===== src/rtl/instr_encoder_if.sv =====
// rtl/instr_encoder_if.sv - request, instruction-stream and error signals of the instruction encoder
interface instr_encoder_if #(
    parameter int Width = 32
);
    // Request side
    logic             req_valid;
    logic             req_ready;
    logic [2:0]       req_fmt;
    logic [3:0]       req_op;
    logic [4:0]       req_rd;
    logic [4:0]       req_rs1;
    logic [4:0]       req_rs2;
    logic [Width-1:0] req_imm;

    // Program base reload
    logic             base_load;
    logic [Width-1:0] base_addr;

    // Encoded instruction stream
    logic             instr_valid;
    logic             instr_ready;
    logic [Width-1:0] instr;
    logic [Width-1:0] instr_addr;

    // Illegal-request reporting
    logic             err_pulse;
    logic [7:0]       err_cnt;

    modport master (
        output req_valid, req_fmt, req_op, req_rd, req_rs1, req_rs2, req_imm,
        output base_load, base_addr, instr_ready,
        input  req_ready, instr_valid, instr, instr_addr, err_pulse, err_cnt
    );

    modport slave (
        input  req_valid, req_fmt, req_op, req_rd, req_rs1, req_rs2, req_imm,
        input  base_load, base_addr, instr_ready,
        output req_ready, instr_valid, instr, instr_addr, err_pulse, err_cnt
    );
endinterface


===== src/rtl/instr_encoder.sv =====
// rtl/instr_encoder.sv - RV32I instruction encoder with address pointer, 2-entry output FIFO and error counter
module instr_encoder #(
    parameter int Width = 32
) (
    input  logic          clk,
    input  logic          rst_n,
    instr_encoder_if.slave bus
);

    // Request formats
    localparam logic [2:0] FMT_R      = 3'd0;
    localparam logic [2:0] FMT_I      = 3'd1;
    localparam logic [2:0] FMT_LOAD   = 3'd2;
    localparam logic [2:0] FMT_STORE  = 3'd3;
    localparam logic [2:0] FMT_BRANCH = 3'd4;
    localparam logic [2:0] FMT_JAL    = 3'd5;
    localparam logic [2:0] FMT_JALR   = 3'd6;

    // Major opcodes
    localparam logic [6:0] OPC_R      = 7'b0110011;
    localparam logic [6:0] OPC_I      = 7'b0010011;
    localparam logic [6:0] OPC_LOAD   = 7'b0000011;
    localparam logic [6:0] OPC_STORE  = 7'b0100011;
    localparam logic [6:0] OPC_BRANCH = 7'b1100011;
    localparam logic [6:0] OPC_JAL    = 7'b1101111;
    localparam logic [6:0] OPC_JALR   = 7'b1100111;

    localparam logic [6:0] F7_ALT     = 7'b0100000;

    // Immediate limits, held at full word width so the comparisons stay signed
    localparam logic signed [Width-1:0] IMM12_MIN = Width'(-2048);
    localparam logic signed [Width-1:0] IMM12_MAX = Width'(2047);
    localparam logic signed [Width-1:0] SHAMT_MAX = Width'(31);
    localparam logic signed [Width-1:0] BR_MIN    = Width'(-4096);
    localparam logic signed [Width-1:0] BR_MAX    = Width'(4094);
    localparam logic signed [Width-1:0] JAL_MIN   = Width'(-1048576);
    localparam logic signed [Width-1:0] JAL_MAX   = Width'(1048574);
    localparam logic signed [Width-1:0] ZERO_S    = '0;

    localparam logic [Width-1:0] ADDR_STEP = Width'(4);

    // Decode results
    logic signed [Width-1:0] imm_s;
    logic                    imm12_ok;
    logic                    shamt_ok;
    logic                    br_ok;
    logic                    jal_ok;
    logic                    mem_f3_ok;
    logic [2:0]              funct3;
    logic [6:0]              funct7;
    logic [31:0]             enc_word;
    logic                    enc_legal;
    logic [Width-1:0]        enc_ext;

    // Handshake and datapath controls
    logic                    accept;
    logic                    push;
    logic                    pop;
    logic                    bad;
    logic [Width-1:0]        push_addr;

    // State
    logic                    ready_en_q, ready_en_d;
    logic [1:0]              count_q, count_d;
    logic                    wr_ptr_q, wr_ptr_d;
    logic                    rd_ptr_q, rd_ptr_d;
    logic [Width-1:0]        fifo_instr_q [2];
    logic [Width-1:0]        fifo_instr_d [2];
    logic [Width-1:0]        fifo_addr_q  [2];
    logic [Width-1:0]        fifo_addr_d  [2];
    logic [Width-1:0]        ptr_q, ptr_d;
    logic                    err_pulse_q, err_pulse_d;
    logic [7:0]              err_cnt_q, err_cnt_d;

    assign imm_s = $signed(bus.req_imm);

    // Immediate range checks shared by the formats
    always_comb begin
        imm12_ok  = (imm_s >= IMM12_MIN) && (imm_s <= IMM12_MAX);
        shamt_ok  = (imm_s >= ZERO_S) && (imm_s <= SHAMT_MAX);
        br_ok     = (imm_s >= BR_MIN) && (imm_s <= BR_MAX) && !bus.req_imm[0];
        jal_ok    = (imm_s >= JAL_MIN) && (imm_s <= JAL_MAX) && !bus.req_imm[0];
        mem_f3_ok = !bus.req_op[3] && (bus.req_op[2:0] <= 3'd2);
    end

    // Build the 32-bit instruction word and its legality from the request fields
    always_comb begin
        funct3    = 3'b000;
        funct7    = 7'b0000000;
        enc_word  = '0;
        enc_legal = 1'b0;
        case (bus.req_fmt)
            FMT_R: begin
                enc_legal = (bus.req_op <= 4'd9);
                case (bus.req_op)
                    4'd0: funct3 = 3'b000;
                    4'd1: begin funct3 = 3'b000; funct7 = F7_ALT; end
                    4'd2: funct3 = 3'b001;
                    4'd3: funct3 = 3'b010;
                    4'd4: funct3 = 3'b011;
                    4'd5: funct3 = 3'b100;
                    4'd6: funct3 = 3'b101;
                    4'd7: begin funct3 = 3'b101; funct7 = F7_ALT; end
                    4'd8: funct3 = 3'b110;
                    4'd9: funct3 = 3'b111;
                    default: funct3 = 3'b000;
                endcase
                enc_word = {funct7, bus.req_rs2, bus.req_rs1, funct3, bus.req_rd, OPC_R};
            end
            FMT_I: begin
                if (bus.req_op == 4'd2) begin
                    enc_legal = shamt_ok;
                    enc_word  = {7'b0000000, bus.req_imm[4:0], bus.req_rs1, 3'b001,
                                 bus.req_rd, OPC_I};
                end else begin
                    enc_legal = (bus.req_op == 4'd0) && imm12_ok;
                    enc_word  = {bus.req_imm[11:0], bus.req_rs1, 3'b000, bus.req_rd, OPC_I};
                end
            end
            FMT_LOAD: begin
                enc_legal = mem_f3_ok && imm12_ok;
                enc_word  = {bus.req_imm[11:0], bus.req_rs1, bus.req_op[2:0],
                             bus.req_rd, OPC_LOAD};
            end
            FMT_STORE: begin
                enc_legal = mem_f3_ok && imm12_ok;
                enc_word  = {bus.req_imm[11:5], bus.req_rs2, bus.req_rs1, bus.req_op[2:0],
                             bus.req_imm[4:0], OPC_STORE};
            end
            FMT_BRANCH: begin
                enc_legal = (bus.req_op <= 4'd1) && br_ok;
                funct3    = {2'b00, bus.req_op[0]};
                enc_word  = {bus.req_imm[12], bus.req_imm[10:5], bus.req_rs2, bus.req_rs1,
                             funct3, bus.req_imm[4:1], bus.req_imm[11], OPC_BRANCH};
            end
            FMT_JAL: begin
                enc_legal = jal_ok;
                enc_word  = {bus.req_imm[20], bus.req_imm[10:1], bus.req_imm[11],
                             bus.req_imm[19:12], bus.req_rd, OPC_JAL};
            end
            FMT_JALR: begin
                enc_legal = imm12_ok;
                enc_word  = {bus.req_imm[11:0], bus.req_rs1, 3'b000, bus.req_rd, OPC_JALR};
            end
            default: begin
                enc_legal = 1'b0;
                enc_word  = '0;
            end
        endcase
    end

    // Widen the encoded word to the FIFO data width
    always_comb begin
        enc_ext       = '0;
        enc_ext[31:0] = enc_word;
    end

    // Handshake decode; req_ready is held low until the first edge out of reset
    always_comb begin
        bus.req_ready   = ready_en_q && (count_q < 2'd2);
        bus.instr_valid = (count_q != 2'd0);
        accept          = bus.req_valid && bus.req_ready;
        push            = accept && enc_legal;
        bad             = accept && !enc_legal;
        pop             = bus.instr_valid && bus.instr_ready;
        push_addr       = bus.base_load ? bus.base_addr : ptr_q;
    end

    // Next-state for FIFO, address pointer and error reporting
    always_comb begin
        ready_en_d   = 1'b1;
        fifo_instr_d = fifo_instr_q;
        fifo_addr_d  = fifo_addr_q;
        wr_ptr_d     = wr_ptr_q ^ push;
        rd_ptr_d     = rd_ptr_q ^ pop;
        count_d      = count_q + {1'b0, push} - {1'b0, pop};
        if (push) begin
            fifo_instr_d[wr_ptr_q] = enc_ext;
            fifo_addr_d[wr_ptr_q]  = push_addr;
        end

        if (push) begin
            ptr_d = push_addr + ADDR_STEP;
        end else if (bus.base_load) begin
            ptr_d = bus.base_addr;
        end else begin
            ptr_d = ptr_q;
        end

        err_pulse_d = bad;
        if (bad && (err_cnt_q != 8'hFF)) begin
            err_cnt_d = err_cnt_q + 8'd1;
        end else begin
            err_cnt_d = err_cnt_q;
        end
    end

    // State registers; reset drops every FIFO entry at once
    always_ff @(posedge clk or negedge rst_n) begin
        if (!rst_n) begin
            ready_en_q      <= 1'b0;
            count_q         <= 2'd0;
            wr_ptr_q        <= 1'b0;
            rd_ptr_q        <= 1'b0;
            fifo_instr_q[0] <= '0;
            fifo_instr_q[1] <= '0;
            fifo_addr_q[0]  <= '0;
            fifo_addr_q[1]  <= '0;
            ptr_q           <= '0;
            err_pulse_q     <= 1'b0;
            err_cnt_q       <= 8'd0;
        end else begin
            ready_en_q      <= ready_en_d;
            count_q         <= count_d;
            wr_ptr_q        <= wr_ptr_d;
            rd_ptr_q        <= rd_ptr_d;
            fifo_instr_q    <= fifo_instr_d;
            fifo_addr_q     <= fifo_addr_d;
            ptr_q           <= ptr_d;
            err_pulse_q     <= err_pulse_d;
            err_cnt_q       <= err_cnt_d;
        end
    end

    // Head entry and error outputs come straight from flops
    always_comb begin
        bus.instr      = fifo_instr_q[rd_ptr_q];
        bus.instr_addr = fifo_addr_q[rd_ptr_q];
        bus.err_pulse  = err_pulse_q;
        bus.err_cnt    = err_cnt_q;
    end

endmodule


===== src/flat_wrapper.sv =====
// flat-port wrapper written by rule: the top's interface ports become plain ports
module instr_encoder_flat 
#(
    parameter int Width = 32
)
  (clk, rst_n, bus_req_valid, bus_req_fmt, bus_req_op, bus_req_rd, bus_req_rs1, bus_req_rs2, bus_req_imm, bus_base_load, bus_base_addr, bus_instr_ready, bus_req_ready, bus_instr_valid, bus_instr, bus_instr_addr, bus_err_pulse, bus_err_cnt);
  instr_encoder_if #(.Width(Width)) bus_i ();
  input  logic clk;
  input  logic rst_n;
  input wire logic [$bits(bus_i.req_valid)-1:0] bus_req_valid;
  input wire logic [$bits(bus_i.req_fmt)-1:0] bus_req_fmt;
  input wire logic [$bits(bus_i.req_op)-1:0] bus_req_op;
  input wire logic [$bits(bus_i.req_rd)-1:0] bus_req_rd;
  input wire logic [$bits(bus_i.req_rs1)-1:0] bus_req_rs1;
  input wire logic [$bits(bus_i.req_rs2)-1:0] bus_req_rs2;
  input wire logic [$bits(bus_i.req_imm)-1:0] bus_req_imm;
  input wire logic [$bits(bus_i.base_load)-1:0] bus_base_load;
  input wire logic [$bits(bus_i.base_addr)-1:0] bus_base_addr;
  input wire logic [$bits(bus_i.instr_ready)-1:0] bus_instr_ready;
  output wire logic [$bits(bus_i.req_ready)-1:0] bus_req_ready;
  output wire logic [$bits(bus_i.instr_valid)-1:0] bus_instr_valid;
  output wire logic [$bits(bus_i.instr)-1:0] bus_instr;
  output wire logic [$bits(bus_i.instr_addr)-1:0] bus_instr_addr;
  output wire logic [$bits(bus_i.err_pulse)-1:0] bus_err_pulse;
  output wire logic [$bits(bus_i.err_cnt)-1:0] bus_err_cnt;
  assign bus_i.req_valid = bus_req_valid;
  assign bus_i.req_fmt = bus_req_fmt;
  assign bus_i.req_op = bus_req_op;
  assign bus_i.req_rd = bus_req_rd;
  assign bus_i.req_rs1 = bus_req_rs1;
  assign bus_i.req_rs2 = bus_req_rs2;
  assign bus_i.req_imm = bus_req_imm;
  assign bus_i.base_load = bus_base_load;
  assign bus_i.base_addr = bus_base_addr;
  assign bus_i.instr_ready = bus_instr_ready;
  assign bus_req_ready = bus_i.req_ready;
  assign bus_instr_valid = bus_i.instr_valid;
  assign bus_instr = bus_i.instr;
  assign bus_instr_addr = bus_i.instr_addr;
  assign bus_err_pulse = bus_i.err_pulse;
  assign bus_err_cnt = bus_i.err_cnt;
  instr_encoder #(.Width(Width)) u_core (.clk(clk), .rst_n(rst_n), .bus(bus_i));
endmodule

===== config.mk =====
export PLATFORM = sky130hd
export DESIGN_NAME = instr_encoder_flat
export DESIGN_NICKNAME = d
export VERILOG_FILES = /design/src/rtl/instr_encoder_if.sv /design/src/rtl/instr_encoder.sv /design/src/flat_wrapper.sv
export SDC_FILE = /design/constraint.sdc
export NUM_CORES = 1
export LEC_CHECK = 0
export CAP_MARGIN = 20
export CORE_MARGIN = 3
export CORE_UTILIZATION = 48
export CTS_CLUSTER_DIAMETER = 60
export CTS_CLUSTER_SIZE = 25
export DETAILED_ROUTE_END_ITERATION = 10
export PLACE_DENSITY = 0.78
export SLEW_MARGIN = 20
export SYNTH_ARGS = -nofsm -noshare
export SYNTH_HDL_FRONTEND = slang
export SYNTH_SLANG_ARGS = --single-unit

===== constraint.sdc =====
create_clock -name clk -period 2.5 [get_ports clk]
set_input_delay 0.375 -clock clk [delete_from_list [all_inputs] [get_ports clk]]
set_output_delay 0.375 -clock clk [all_outputs]
set_load 0.1 [all_outputs]

==> Implementation_results.wiki <==
{| class="wikitable"
! Metric !! Value
|-
| GRT Overall Usage || 0.2452
|-
| Layout Area Growth over Synthesis || 47.72%
|-
| Max-slew violation count || 0
|-
| Relative slew slack || 0.5969
|-
| Largest family of logic cells by synthesized area || simple AND/OR/NAND/NOR gates
|-
| Worst vdd rail ir drop || 1207 uV
|-
| Critical path peak fanout || 4
|-
| Die area || 19860 um^2
|-
| Share of post-route cells with drive strength above 1 || 0.3097
|-
| FF+latch count, synth || 172
|-
| Met2 layer wire length in the routed design || 12090 um
|-
| Highest achievable clock rate || 416.0 MHz
|-
| Final hold slack || 0.3811 ns
|-
| Part of the Yosys area used for sequential elements || 0.4926
|-
| Post-route non-filler standard cell count || 1352
|-
| Ratio of routed vias to standard cells || 5.629
|-
| Multiplexer fraction of the synthesized cell area || 0.1263
|-
| Clock buffer count from CTS || 17
|-
| Clock tree from TritonCTS || yes
|-
| Setup TNS || 0 ns
|-
| Die X-Extent || 140.9 um
|-
| Post-route cell area || 12910 um^2
|-
| WP data required || 2.81 ns
|-
| Area contributors post-synth || sky130_fd_sc_hd__dfrtp_1 (49%), sky130_fd_sc_hd__mux2_2 (8.8%), sky130_fd_sc_hd__a21oi_1 (7.5%)
|-
| Worst setup SP type || input pin
|-
| Share of flip-flops with an asynchronous set or reset after synthesis || 1.000
|-
| CP Data Arrival Time || 2.72 ns
|-
| Net Count, Synth || 978
|-
| Cell types with the highest counts after synthesis || sky130_fd_sc_hd__dfrtp_1 (172), sky130_fd_sc_hd__a21oi_1 (131), sky130_fd_sc_hd__nor2_1 (126)
|-
| Uppermost layer routed || met4
|-
| Status || complete, no violations
|-
| Clock latency on the worst-skew pair || 0.43 ns
|-
| Number of synthesized flops with an enable pin || 0
|-
| Number of routed nets with antenna violations || 0
|-
| HPWL after detailed placement || 17350 um
|-
| Detailed-router iteration count before antenna repair || 9
|-
| Basic-gate share of the synthesized area counting and, or, nand and nor cells || 0.1602
|-
| Cell area after placement || 12060 um^2
|-
| Antenna diode count || 0
|-
| Standard cell core area || 17540 um^2
|-
| Count of unique library cells instantiated by Yosys || 60
|-
| Leak || 5.901 nW
|-
| Detailed-route via count || 7611
|-
| Number of global-route vias before repair || 7857
|-
| Clock-pin slew of the registers on the worst-case setup and hold paths || 0.06 ns
|-
| Die Y-Extent || 140.9 um
|-
| Yosys top cell area share || 0.4926
|-
| Yosys warns || 0
|-
| CTS Root Cell || sky130_fd_sc_hd__clkbuf_16
|-
| DR WL met3 || 1455 um
|-
| Worst Skew || 0.006856 ns
|-
| Dominant cell by count in the synthesized netlist || sky130_fd_sc_hd__dfrtp_1
|-
| Average cell area after synthesis || 9.919 um^2
|-
| Drt first-iter violations || 411
|-
| Wire length the detailed router placed on met1 || 9937 um
|-
| Number of H-tree levels || 4
|-
| Minimum period implied by the final worst setup slack || 2.404 ns
|-
| Compound-cell area share of the yosys netlist || 0.1282
|-
| Placer congestion estimate || 0.9880
|-
| Pin count of the biggest net entering global routing || 55
|-
| Global-route wire length before repair || 39130 um
|-
| Element type at the critical path end || register
|-
| Number of placement rows || 48
|-
| Clock Path Buffers || 2
|-
| Final clock period utilization by the worst path || 0.9615
|-
| Drt total wl || 24220 um
|-
| Fraction of synthesized cell area in xor and xnor cells || 0.04210
|-
| Kind of path behind the tightest hold check || in -> reg
|-
| Post-synthesis instance total || 881
|-
| Fraction of the mapped netlist area in adder cells || 0.008591
|-
| Final hold violation count || 0
|-
| Number of antenna violations at the first check in global routing || 0
|-
| DRC errors left || 0
|-
| PnR Total Power || 0.01680 W
|-
| Placed cell count || 1318
|-
| Gr ovfl total || 0
|-
| Final setup violating endpoints || 0
|-
| CTS sink count || 172
|-
| Starting density of the core || 0.4983
|-
| Per-cell routed wire length || 17.92 um
|-
| Worst-Margin Slew || 0.5984 ns
|-
| Start-to-end type of the worst setup path || in -> reg
|-
| Layout net count || 1212
|-
| Post-Syn Area || 8738 um^2
|-
| Num ports || 166
|-
| Cell type with the largest total area after synthesis || sky130_fd_sc_hd__dfrtp_1
|-
| Number of I/O port buffers || 165
|-
| Count of maximum capacitance violations || 0
|-
| Most used flip-flop cell after synthesis || sky130_fd_sc_hd__dfrtp_1
|-
| Power density relative to cell area || 1302 nW/um^2
|}
==> registers in the layout (all words and copies together), names as in the netlist <==
| register | cells |
|---|---|
| u_core.ptr_q | 32 |
| u_core.rd_ptr_q | 1 |
| u_core.bus.err_pulse | 1 |
| u_core.wr_ptr_q | 1 |
| u_core.bus.err_cnt | 8 |
| u_core.fifo_instr_q | 62 |
| u_core.fifo_addr_q | 64 |
| u_core.ready_en_q | 1 |
| u_core.count_q | 2 |
==> power breakdown <==
group	switching, W	internal, W
clock network	0.00111	0.00150
registers	0.000518	0.00362
logic	0.00647	0.00359
==> final cells by class <==
type,count,area (um^2)
well taps,225,281.5
fillers,1152,4628
flip-flops and latches,172,4305
clock buffers,18,439.2
clock inverters,13,141.4
multi-input cells,622,4309
repair buffers,277,3338
inverters,25,93.84
==> path summary, 6_finish.rpt <==
check	cells after the start	slack (ns)	startpoint	end
worst min register to register	1	0.50	u_core.bus.err_cnt[7]	u_core.bus.err_cnt[7]
max in group asynchronous	3	1.32	rst_n	u_core.bus.err_cnt[2]
min in group asynchronous	2	0.47	rst_n	u_core.fifo_instr_q[29]
worst min-delay path	4	0.38	bus_req_imm[5]	u_core.fifo_instr_q[25]
worst max register to register	9	0.26	u_core.ptr_q[5]	u_core.ptr_q[22]
worst max-delay path	13	0.1	bus_req_imm[25]	u_core.count_q[1]
==> per-layer routing <==
metal / global-route usage / vias up
li1: - / 3565
met1: 0.3070 / 3700
met2: 0.4178 / 296
met3: 0.05393 / 50
met4: 0.09077 / 0
met5: 0 / -
==> timing repair <==
| action | 4_1_cts | 5_1_grt |
|---|---|---|
| hold endpoints to repair | 50 | 0 |
| pin swaps | 17 | 20 |
| gates cloned | 0 | 1 |
| hold buffers | 1 | 0 |
| setup endpoints to repair | 123 | 153 |
| buffers inserted | 0 | 1 |
| gates resized for setup | 22 | 54 |
==> cells in the final DEF (no fill, tap or decap), types with 5 or more instances in the layout <==
| cell type | n |
|---|---|
| sky130_fd_sc_hd__dfrtp_1 | 171 |
| sky130_fd_sc_hd__a21oi_1 | 129 |
| sky130_fd_sc_hd__nor2_1 | 114 |
| sky130_fd_sc_hd__buf_4 | 105 |
| sky130_fd_sc_hd__buf_12 | 77 |
| sky130_fd_sc_hd__mux2_2 | 60 |
| sky130_fd_sc_hd__clkdlybuf4s50_1 | 59 |
| sky130_fd_sc_hd__mux2i_1 | 31 |
| sky130_fd_sc_hd__nand3_1 | 28 |
| sky130_fd_sc_hd__nand2_1 | 27 |
| sky130_fd_sc_hd__o21ai_0 | 25 |
| sky130_fd_sc_hd__inv_1 | 24 |
| sky130_fd_sc_hd__xor2_1 | 22 |
| sky130_fd_sc_hd__xnor2_1 | 19 |
| sky130_fd_sc_hd__dlymetal6s2s_1 | 19 |
| sky130_fd_sc_hd__nand4_1 | 18 |
| sky130_fd_sc_hd__clkbuf_16 | 18 |
| sky130_fd_sc_hd__nor2_2 | 13 |
| sky130_fd_sc_hd__a22oi_1 | 12 |
| sky130_fd_sc_hd__nor3_2 | 9 |
| sky130_fd_sc_hd__mux2_4 | 8 |
| sky130_fd_sc_hd__dlygate4sd2_1 | 7 |
| sky130_fd_sc_hd__o21ai_1 | 6 |
| sky130_fd_sc_hd__and3_1 | 6 |
| sky130_fd_sc_hd__clkinvlp_4 | 6 |
| sky130_fd_sc_hd__nor2b_1 | 5 |
| sky130_fd_sc_hd__nor3b_1 | 5 |
| sky130_fd_sc_hd__o22ai_1 | 5 |
==> critical path, cell delays in order <==
cell and delay (ns):
sky130_fd_sc_hd__dlygate4sd2_1 0.25, sky130_fd_sc_hd__nor4_2 0.33, sky130_fd_sc_hd__nand3_2 0.19, sky130_fd_sc_hd__o31ai_2 0.22, sky130_fd_sc_hd__a31oi_1 0.12, sky130_fd_sc_hd__o22ai_2 0.25
sky130_fd_sc_hd__and2_4 0.21, sky130_fd_sc_hd__inv_2 0.04, sky130_fd_sc_hd__ha_1 0.26, sky130_fd_sc_hd__inv_1 0.04, sky130_fd_sc_hd__ha_2 0.17, sky130_fd_sc_hd__xnor2_2 0.13
sky130_fd_sc_hd__xnor2_1 0.12
==> stage by stage <==
| stage | util | setup WS, ns |
|---|---|---|
| 3_3_place_gp | 0.6879 | -0.5610 |
| 5_1_grt | 0.7361 | -0.07760 |
| 6_report | 0.7361 | 0.09630 |
| 2_1_floorplan | - | -0.7434 |
| 4_1_cts | 0.7240 | 0.001201 |
| 3_5_place_dp | 0.6879 | -0.6084 |
==> cell families (layout without fill, tap and decap cells) <==
logic type      count (synthesis)  after routing
simple gates                  272            272
compound gates                200            200
flops                         172            172
mux                           101            101
buf+inv                        87            333
xor+xnor                       42             42
fa+ha+maj                       6              6
other cells                     1              1
Power figures use the tool's default switching activity.
